==> src/rtl/sqr_result_gather.sv <==
// Gathers squarer result words alternately from banks C and D and writes each into bank A as two 128-bit halves.
// Four cycles per word (RD, WAIT, WLO, WHI) plus one DONE cycle; commands are ignored while a gather runs.
module sqr_result_gather #(
  parameter int ADDR = 3
) (
  input  logic            clk,
  input  logic            rst,
  input  logic [3:0]      command,
  input  logic [ADDR-1:0] start_addr,
  input  logic [9:0]      Data_len_Polynomial,
  output logic [ADDR-1:0] b_adbus_C,
  output logic            byte_pos_C,
  output logic [ADDR-1:0] b_adbus_D,
  output logic            b_w_A,
  output logic [ADDR-1:0] b_adbus_A,
  output logic            byte_pos_A,
  output logic [2:0]      select_line,
  output logic            cmd_gather,
  output logic            interupt
);

  localparam logic [3:0] CMD_GATHER = 4'b0011;

  typedef enum logic [2:0] {
    S_IDLE,
    S_RD,
    S_WAIT,
    S_WLO,
    S_WHI,
    S_DONE
  } state_t;

  state_t          state_q, state_d;
  logic [2:0]      k_q, k_d;
  logic [2:0]      wlast_q, wlast_d;
  logic [ADDR-1:0] base_q, base_d;
  logic [ADDR-1:0] addr_c_q, addr_c_d;
  logic [ADDR-1:0] addr_d_q, addr_d_d;
  logic [ADDR-1:0] addr_a_q, addr_a_d;
  logic [ADDR-1:0] src_addr;

  always_ff @(posedge clk or posedge rst) begin
    if (rst) begin
      state_q  <= S_IDLE;
      k_q      <= '0;
      wlast_q  <= '0;
      base_q   <= '0;
      addr_c_q <= '0;
      addr_d_q <= '0;
      addr_a_q <= '0;
    end else begin
      state_q  <= state_d;
      k_q      <= k_d;
      wlast_q  <= wlast_d;
      base_q   <= base_d;
      addr_c_q <= addr_c_d;
      addr_d_q <= addr_d_d;
      addr_a_q <= addr_a_d;
    end
  end

  always_comb begin
    state_d  = state_q;
    k_d      = k_q;
    wlast_d  = wlast_q;
    base_d   = base_q;
    addr_c_d = addr_c_q;
    addr_d_d = addr_d_q;
    addr_a_d = addr_a_q;
    src_addr = '0;

    unique case (state_q)
      S_IDLE: begin
        if (command == CMD_GATHER) begin
          state_d = S_RD;
          k_d     = '0;
          // Last word index is len>>7, so the word count is 1..8.
          wlast_d = Data_len_Polynomial[9:7];
          base_d  = start_addr;
        end
      end
      S_RD:   state_d = S_WAIT;
      S_WAIT: begin
        state_d  = S_WLO;
        addr_a_d = base_q + ADDR'(k_q);
      end
      S_WLO:  state_d = S_WHI;
      S_WHI: begin
        if (k_q == wlast_q) begin
          state_d = S_DONE;
        end else begin
          state_d = S_RD;
          k_d     = k_q + 3'd1;
        end
      end
      S_DONE: state_d = S_IDLE;
      default: state_d = S_IDLE;
    endcase

    // Source address is loaded on the edge entering RD; the other bank keeps its value.
    if (state_d == S_RD) begin
      src_addr = base_d + ADDR'(k_d >> 1);
      if (k_d[0]) begin
        addr_d_d = src_addr;
      end else begin
        addr_c_d = src_addr;
      end
    end
  end

  always_comb begin
    b_adbus_C   = addr_c_q;
    b_adbus_D   = addr_d_q;
    b_adbus_A   = addr_a_q;
    b_w_A       = (state_q == S_WLO) || (state_q == S_WHI);
    byte_pos_A  = (state_q == S_WHI);
    byte_pos_C  = (state_q == S_WHI);
    cmd_gather  = (state_q != S_IDLE);
    interupt    = (state_q == S_DONE);
    select_line = 3'h0;
    if ((state_q == S_RD) || (state_q == S_WAIT) || (state_q == S_WLO) || (state_q == S_WHI)) begin
      select_line = k_q[0] ? 3'h5 : 3'h4;
    end
  end

endmodule
==> config.mk <==
export PLATFORM = sky130hd
export DESIGN_NAME = sqr_result_gather
export DESIGN_NICKNAME = d
export VERILOG_FILES = /design/src/rtl/sqr_result_gather.sv
export SDC_FILE = /design/constraint.sdc
export NUM_CORES = 1
export LEC_CHECK = 0
export CORE_UTILIZATION = 40
export DETAILED_ROUTE_END_ITERATION = 7
export GPL_ROUTABILITY_DRIVEN = 0
export PLACE_DENSITY = 0.72
export SYNTH_ARGS = -nofsm -noshare
export SYNTH_HDL_FRONTEND = slang
export SYNTH_SLANG_ARGS = --single-unit
==> constraint.sdc <==
create_clock -name clk -period 6.1 [get_ports clk]
set_clock_uncertainty 0.1 [all_clocks]
set_input_delay 0.61 -clock clk [delete_from_list [all_inputs] [get_ports clk]]
set_output_delay 0.61 -clock clk [all_outputs]
set_load 0.05 [all_outputs]
==> results of run 1 <==
[metrics by stage]
stage               util [%]  hold WS [ns]  std cells
global placement        53.2         0.374        159
finish                  54.1         0.416        163
floorplan                  -         0.396        107
global route            54.1         0.427        163
CTS                     54.1         0.416        163
detailed placement      53.2         0.384        159
[per-layer routing]
metal	up-vias	wire length, µm	GRT usage, %	share of wire, %
li1	412	-	-	-
met1	414	1020	20.2	42
met2	22	1260	28.6	52
met3	5	103	2.27	4.3
met4	0	37	6.97	1.5
met5	-	0	0	0
[cell families (layout without fill, tap and decap cells)]
kind of cell,Yosys count,in the layout
buffers and inverters,18,43
adders and majority gates,5,5
xor gates and xnor gates,6,6
AOI/OAI and AO/OA,14,14
and+or+nand+nor,27,27
DFF,21,21
muxes,15,15
other,1,1
[layout by cell type (no fill, tap or decap), types with 2 or more instances in the layout]
| cell | synthesis | routed |
|---|---|---|
| clkbuf_4 | 0 | 3 |
| clkdlybuf4s50_1 | 0 | 27 |
| dfrtp_1 | 21 | 21 |
| fa_1 | 2 | 2 |
| ha_1 | 3 | 3 |
| inv_1 | 12 | 12 |
| mux2_1 | 2 | 2 |
| mux2_2 | 7 | 7 |
| mux2_4 | 2 | 2 |
| mux2i_1 | 4 | 4 |
| nand2_1 | 7 | 7 |
| nand2b_1 | 2 | 2 |
| nand3_1 | 2 | 2 |
| nand4b_1 | 2 | 2 |
| nor2_1 | 3 | 3 |
| nor3_1 | 3 | 3 |
| nor3b_1 | 2 | 2 |
| o211ai_1 | 2 | 2 |
| o21ai_0 | 4 | 4 |
| o31ai_1 | 3 | 3 |
| xnor2_1 | 3 | 3 |
| xor2_2 | 2 | 2 |
[worst max-delay path by stage]
stage | endpoint | slack [ns] | cells past startpoint | start
final | b_adbus_C[2] | 2.74 | 12 | command[2]
after global routing | b_adbus_C[2] | 2.57 | 12 | command[2]
after CTS | b_adbus_C[2] | 2.74 | 12 | command[2]
after detailed placement | b_adbus_C[2] | 2.41 | 12 | command[2]
after global placement | b_adbus_C[2] | 2.51 | 12 | command[2]
after floorplan | b_adbus_C[2] | 3.12 | 10 | command[2]
[sequential cells by signal, indices dropped and copies added (netlist names)]
signal,cells
b_adbus_A,3
b_adbus_C,3
b_adbus_D,3
base_q,3
k_q,3
state_q,3
wlast_q,3
[final cells by class]
cell class	instances	area (µm²)
multi-input combinational	68	624
clock buffer	4	26.3
tap	31	38.8
sequential	21	526
inverter	12	45.0
timing repair buffer	27	270
fill	258	1300
[worst reg2reg max path: cells and delay by family (launching register included)]
kind                       cells  cell delay [ns]
DFF                            1             0.57
xor gates and xnor gates       1             0.24
adders and majority gates      2             0.66
AOI/OAI and AO/OA              3             0.43
buffers and inverters          1             0.05
and+or+nand+nor                3             0.80
muxes                          1             0.30
==> results.sh, run 1 <==
export IMPL_grt_use_total_pct=16.4
export IMPL_clock_fmax_ghz=0.298
export IMPL_min_from="b_adbus_C[0]"
export IMPL_cts_tree="built"
export IMPL_critPathRequiredTime_ns=6.21
export IMPL_ff2ff_path_depth=11
export IMPL_synth_compound_area_share_pct=9.16
export IMPL_antenna_diode_count=0
export IMPL_max_stage_delay_ns=0.45
export IMPL_htree_levels=1
export IMPL_synthTopCellsByCount="dfrtp_1, inv_1, mux2_2, nand2_1"
export IMPL_hp_class="flip-flop to flip-flop"
export IMPL_start_util_pct=43.4
export IMPL_slowest_stage="clkdlybuf4s50_1"
export IMPL_antenna_found_initial=0
export IMPL_numCtsBuffers=3
export IMPL_clk_pin_slew_ns=0.12
export IMPL_wire_per_inst_um=14.8
export IMPL_start_kind="input port"
export IMPL_cts_hold_buf=0
export IMPL_hold_end="b_adbus_C[0]"
export IMPL_finalSetupTns_ns=0
export IMPL_cp_end_kind="flip-flop"
export IMPL_gr_total_overflow=0
export IMPL_synth_fp_nets=131
export IMPL_synthCells=107
export IMPL_setup_viol=0
export IMPL_clkLatencyLatePin_ns=0.31
export IMPL_grt_start_max_net_pins=22
export IMPL_drc=1
export IMPL_syn_area_um2=1230
export IMPL_max_cap_violations=0
export IMPL_slew_headroom_pct=46.5
export IMPL_postCtsSetupRepairBufs=0
export IMPL_die_area_um2=3300
export IMPL_critPathBufInv=2
export IMPL_min_period_ns=3.36
export IMPL_synth_ff_type="dfrtp_1"
export IMPL_netlist_area_leader_share_pct=42.8
export IMPL_cpLargestDelayFamily="simple AND/OR/NAND/NOR gates"
export IMPL_dp_hpwl_mm=1.89
export IMPL_reg2reg_to="b_adbus_C[2]"
export IMPL_async_flop_share_pct=100
export IMPL_yosysSeqAreaShare_pct=42.8
export IMPL_period_share_pct=55.1
export IMPL_pin_count=36
export IMPL_cts_resized=0
export IMPL_cp_cell_sequence="clkdlybuf4s50_1 -> and4bb_2 -> nand2_1 -> o211ai_1 -> o31ai_1 -> ha_1 -> inv_1 -> fa_1 -> nand2b_1 -> a22oi_1 -> and3b_1 -> mux2_1"
export IMPL_grt_pass1_wl_mm=4.08
export IMPL_synth_top_family_by_area="simple AND/OR/NAND/NOR gates"
export IMPL_cts_sinks=21
export IMPL_drv_slew=0
export IMPL_synth_xor_area_share_pct=7.03
export IMPL_violations="design-rule violations"
export IMPL_path_class="input port to flip-flop"
export IMPL_yosys_cell_count_top_type="dfrtp_1"
export IMPL_synth_mux_area_share_pct=14.0
export IMPL_worst_pin_slew_ns=0.801
export IMPL_setup_slack_ns=2.74
export IMPL_firstDrtPassIters=6
export IMPL_postPlaceCellArea_um2=1500
export IMPL_synth_top_cell_by_area="dfrtp_1"
export IMPL_syn_avg_cell_area_um2=11.5
export IMPL_synthSimpleGateAreaFrac_pct=14.1
export IMPL_yosysWarnings=0
export IMPL_drt_iter0_drc=20
export IMPL_status="finished with violations"
export IMPL_dieHeight_um=57.4
export IMPL_drive_gt1_share_pct=15.2
export IMPL_hold_depth=1
export IMPL_r2r_slack_ns=2.86
export IMPL_area_growth_pct=24.5
export IMPL_r2r_start="k_q[0]"
export IMPL_viasPerCell=5.23
export IMPL_cp_arrival_ns=3.47
export IMPL_synth_cell_types=36
export IMPL_clk_path_buf_depth=2
export IMPL_synthAdderAreaFrac_pct=6.31
export IMPL_finish_net_count=157
export IMPL_synth_seq_cells=21
export IMPL_ant_nets=0
export IMPL_vias=853
export IMPL_rsz0062_at_grt="no"
export IMPL_coreArea_um2=2830
export IMPL_design_area_um2=1530
export IMPL_place_ws_ns=2.41
export IMPL_first_global_vias=917
export IMPL_io_buffer_count=27
export IMPL_yosys_top_cells_area="dfrtp_1, mux2_2, inv_1, fa_1, mux2i_1"
export IMPL_hold_violations=0
export IMPL_critPathMaxFanout=8
export IMPL_core_rowCount=19
export IMPL_synth_edff_count=0
export IMPL_wl_mm=2.42
export IMPL_die_x_um=57.4
export IMPL_cts_root_buf="clkbuf_4"
Power of run 1 is not shown: default switching activity piles up to over one toggle a cycle in this logic, so the estimate is an artifact.
==> inputs of run 2 (changes only) <==
--- a/config.mk
+++ b/config.mk
@@ -8,7 +8,7 @@
 export CORE_UTILIZATION = 40
 export DETAILED_ROUTE_END_ITERATION = 7
 export GPL_ROUTABILITY_DRIVEN = 0
-export PLACE_DENSITY = 0.72
+export PLACE_DENSITY = 0.75
 export SYNTH_ARGS = -nofsm -noshare
 export SYNTH_HDL_FRONTEND = slang
 export SYNTH_SLANG_ARGS = --single-unit
==> constraint.sdc (replaced) <==
create_clock -name clk -period 2.9 [get_ports clk]
set_clock_uncertainty 0.1 [all_clocks]
set_input_delay 0.29 -clock clk [delete_from_list [all_inputs] [get_ports clk]]
set_output_delay 0.29 -clock clk [all_outputs]
set_load 0.05 [all_outputs]
==> run 2 against run 1 <==
The flow still finishes with violations (design-rule violations). Non-clock buffer count rose by 17. Sequential share of layout area down 3.4 points. Wire length increased by 8.3%. Final area rose by 12%. Worst hold slack got worse by 0.12 ns. Utilization increased by 6.4 points. Sequential cell count unchanged. Register-to-register slack got worse by 2.8 ns. Via count grew 6.8%. Cell count rose by 10%. Die area unchanged.
==> results.sh, run 2 (synthesized netlist as in run 1, its figures left out) <==
export IMPL_dp_hpwl_mm=1.93
export IMPL_hold_violations=0
export IMPL_clk_pin_slew_ns=0.13
export IMPL_clkLatencyLatePin_ns=0.32
export IMPL_cp_end_kind="flip-flop"
export IMPL_drv_slew=0
export IMPL_critPathMaxFanout=4
export IMPL_layout_commonest_cell="clkdlybuf4s50_1"
export IMPL_numCtsBuffers=3
export IMPL_violations="design-rule violations"
export IMPL_most_common_layout_cells="clkdlybuf4s50_1, dfrtp_1, buf_4, inv_1"
export IMPL_max_cap_violations=0
export IMPL_n_fill_cell=239
export IMPL_start_kind="flip-flop"
export IMPL_setup_slack_ns=0.0585
export IMPL_pin_count=36
export IMPL_holdWs_ns=0.292
export IMPL_start_util_pct=43.4
export IMPL_finish_net_count=174
export IMPL_min_period_ns=2.84
export IMPL_cts_root_buf="clkbuf_4"
export IMPL_grt_use_total_pct=17.5
export IMPL_drc=2
export IMPL_wl_mm=2.62
export IMPL_critPathRequiredTime_ns=3.01
export IMPL_die_x_um=57.4
export IMPL_period_share_pct=98.0
export IMPL_antenna_found_initial=0
export IMPL_die_area_um2=3300
export IMPL_clock_fmax_ghz=0.352
export IMPL_vias=911
export IMPL_place_ws_ns=-0.269
export IMPL_ant_nets=0
export IMPL_gr_total_overflow=0
export IMPL_drt_iter0_drc=6
export IMPL_slew_headroom_pct=47.6
export IMPL_coreArea_um2=2830
export IMPL_clk_path_buf_depth=2
export IMPL_dieHeight_um=57.4
export IMPL_wire_per_inst_um=14.6
export IMPL_core_rowCount=19
export IMPL_path_class="flip-flop to flip-flop"
export IMPL_cts_sinks=21
export IMPL_htree_levels=1
export IMPL_first_global_vias=934
export IMPL_drive_gt1_share_pct=32.9
export IMPL_antenna_diode_count=0
export IMPL_cts_hold_buf=0
export IMPL_io_buffer_count=27
export IMPL_cts_tree="built"
export IMPL_hp_class="input port to async pin"
export IMPL_firstDrtPassIters=6
export IMPL_grt_start_max_net_pins=22
export IMPL_area_growth_pct=39.2
export IMPL_grt_pass1_wl_mm=4.37
export IMPL_viasPerCell=5.06
export IMPL_cp_arrival_ns=2.95
export IMPL_setup_viol=0
export IMPL_status="finished with violations"
export IMPL_worst_pin_slew_ns=0.786
run 2: cell count changes in the layout (fill, tap and decap cells not counted), sizes merged:
cell	change
buf	+17
clkbuf	-1
clkinvlp	+1
run 2: metal layers:
| metal | share of wire [%] | track usage [%] | vias up |
|---|---|---|---|
| met3 | 2.4 | 2.04 | 2 |
| met1 | 44 | 23.9 | 446 |
| li1 | - | - | 446 |
| met2 | 53 | 29.1 | 17 |
| met4 | 0.88 | 5.23 | 0 |
| met5 | 0 | 0 | - |
run 2: worst paths after layout:
check / slack, ns / to / cells after the start / start
worst max register to register: 0.06 / b_adbus_D[2] / 11 / k_q[2]
max in group asynchronous: 1.86 / state_q[0] / 2 / rst
worst min register to register: 0.41 / b_adbus_C[0] / 1 / b_adbus_C[0]
worst min-delay path: 0.29 / base_q[0] / 2 / rst
min in group clk: 0.41 / b_adbus_C[0] / 1 / b_adbus_C[0]
worst max-delay path: 0.06 / b_adbus_D[2] / 11 / k_q[2]
run 2: metrics by stage:
stage               util, %  std cells  instance area, µm²  setup TNS [ns]
global placement       56.6        172                1600          -0.267
detailed placement     56.6        172                1600          -0.493
finish                 60.5        180                1710               0
floorplan                 -        107                1230               0
global route           60.5        180                1710          -0.105
CTS                    58.6        178                1660               0
run 2: worst max-delay path, cell delays in order, from the launching register on:
cell and delay (ns):
dfrtp_1 0.44, xor2_2 0.27, nor3_4 0.08, buf_6 0.13, o31ai_4 0.28, ha_2 0.22
inv_1 0.05, fa_2 0.36, nand2b_4 0.16, a22oi_2 0.14, and3b_2 0.24, mux2_4 0.26
run 2: final cells by class:
class | instances | area, µm² | area share (%)
Timing Repair Buffer | 44 | 402 | 23.5
Inverter | 12 | 45.0 | 2.63
Clock buffer | 3 | 22.5 | 1.32
Clock inverter | 1 | 7.51 | 0.439
Sequential cell | 21 | 529 | 30.9
Tap cell | 31 | 38.8 | 2.27
Multi-Input combinational cell | 68 | 666 | 38.9
run 2: repair_timing:
| item | CTS | global route |
|---|---|---|
| setup buffers | 2 | 2 |
| endpoints found under the hold margin | 0 | 0 |
| setup endpoints to repair | 2 | 2 |
| pin swaps | 1 | 6 |
| resized for setup | 4 | 9 |
Power of run 2 is left out for the same reason.
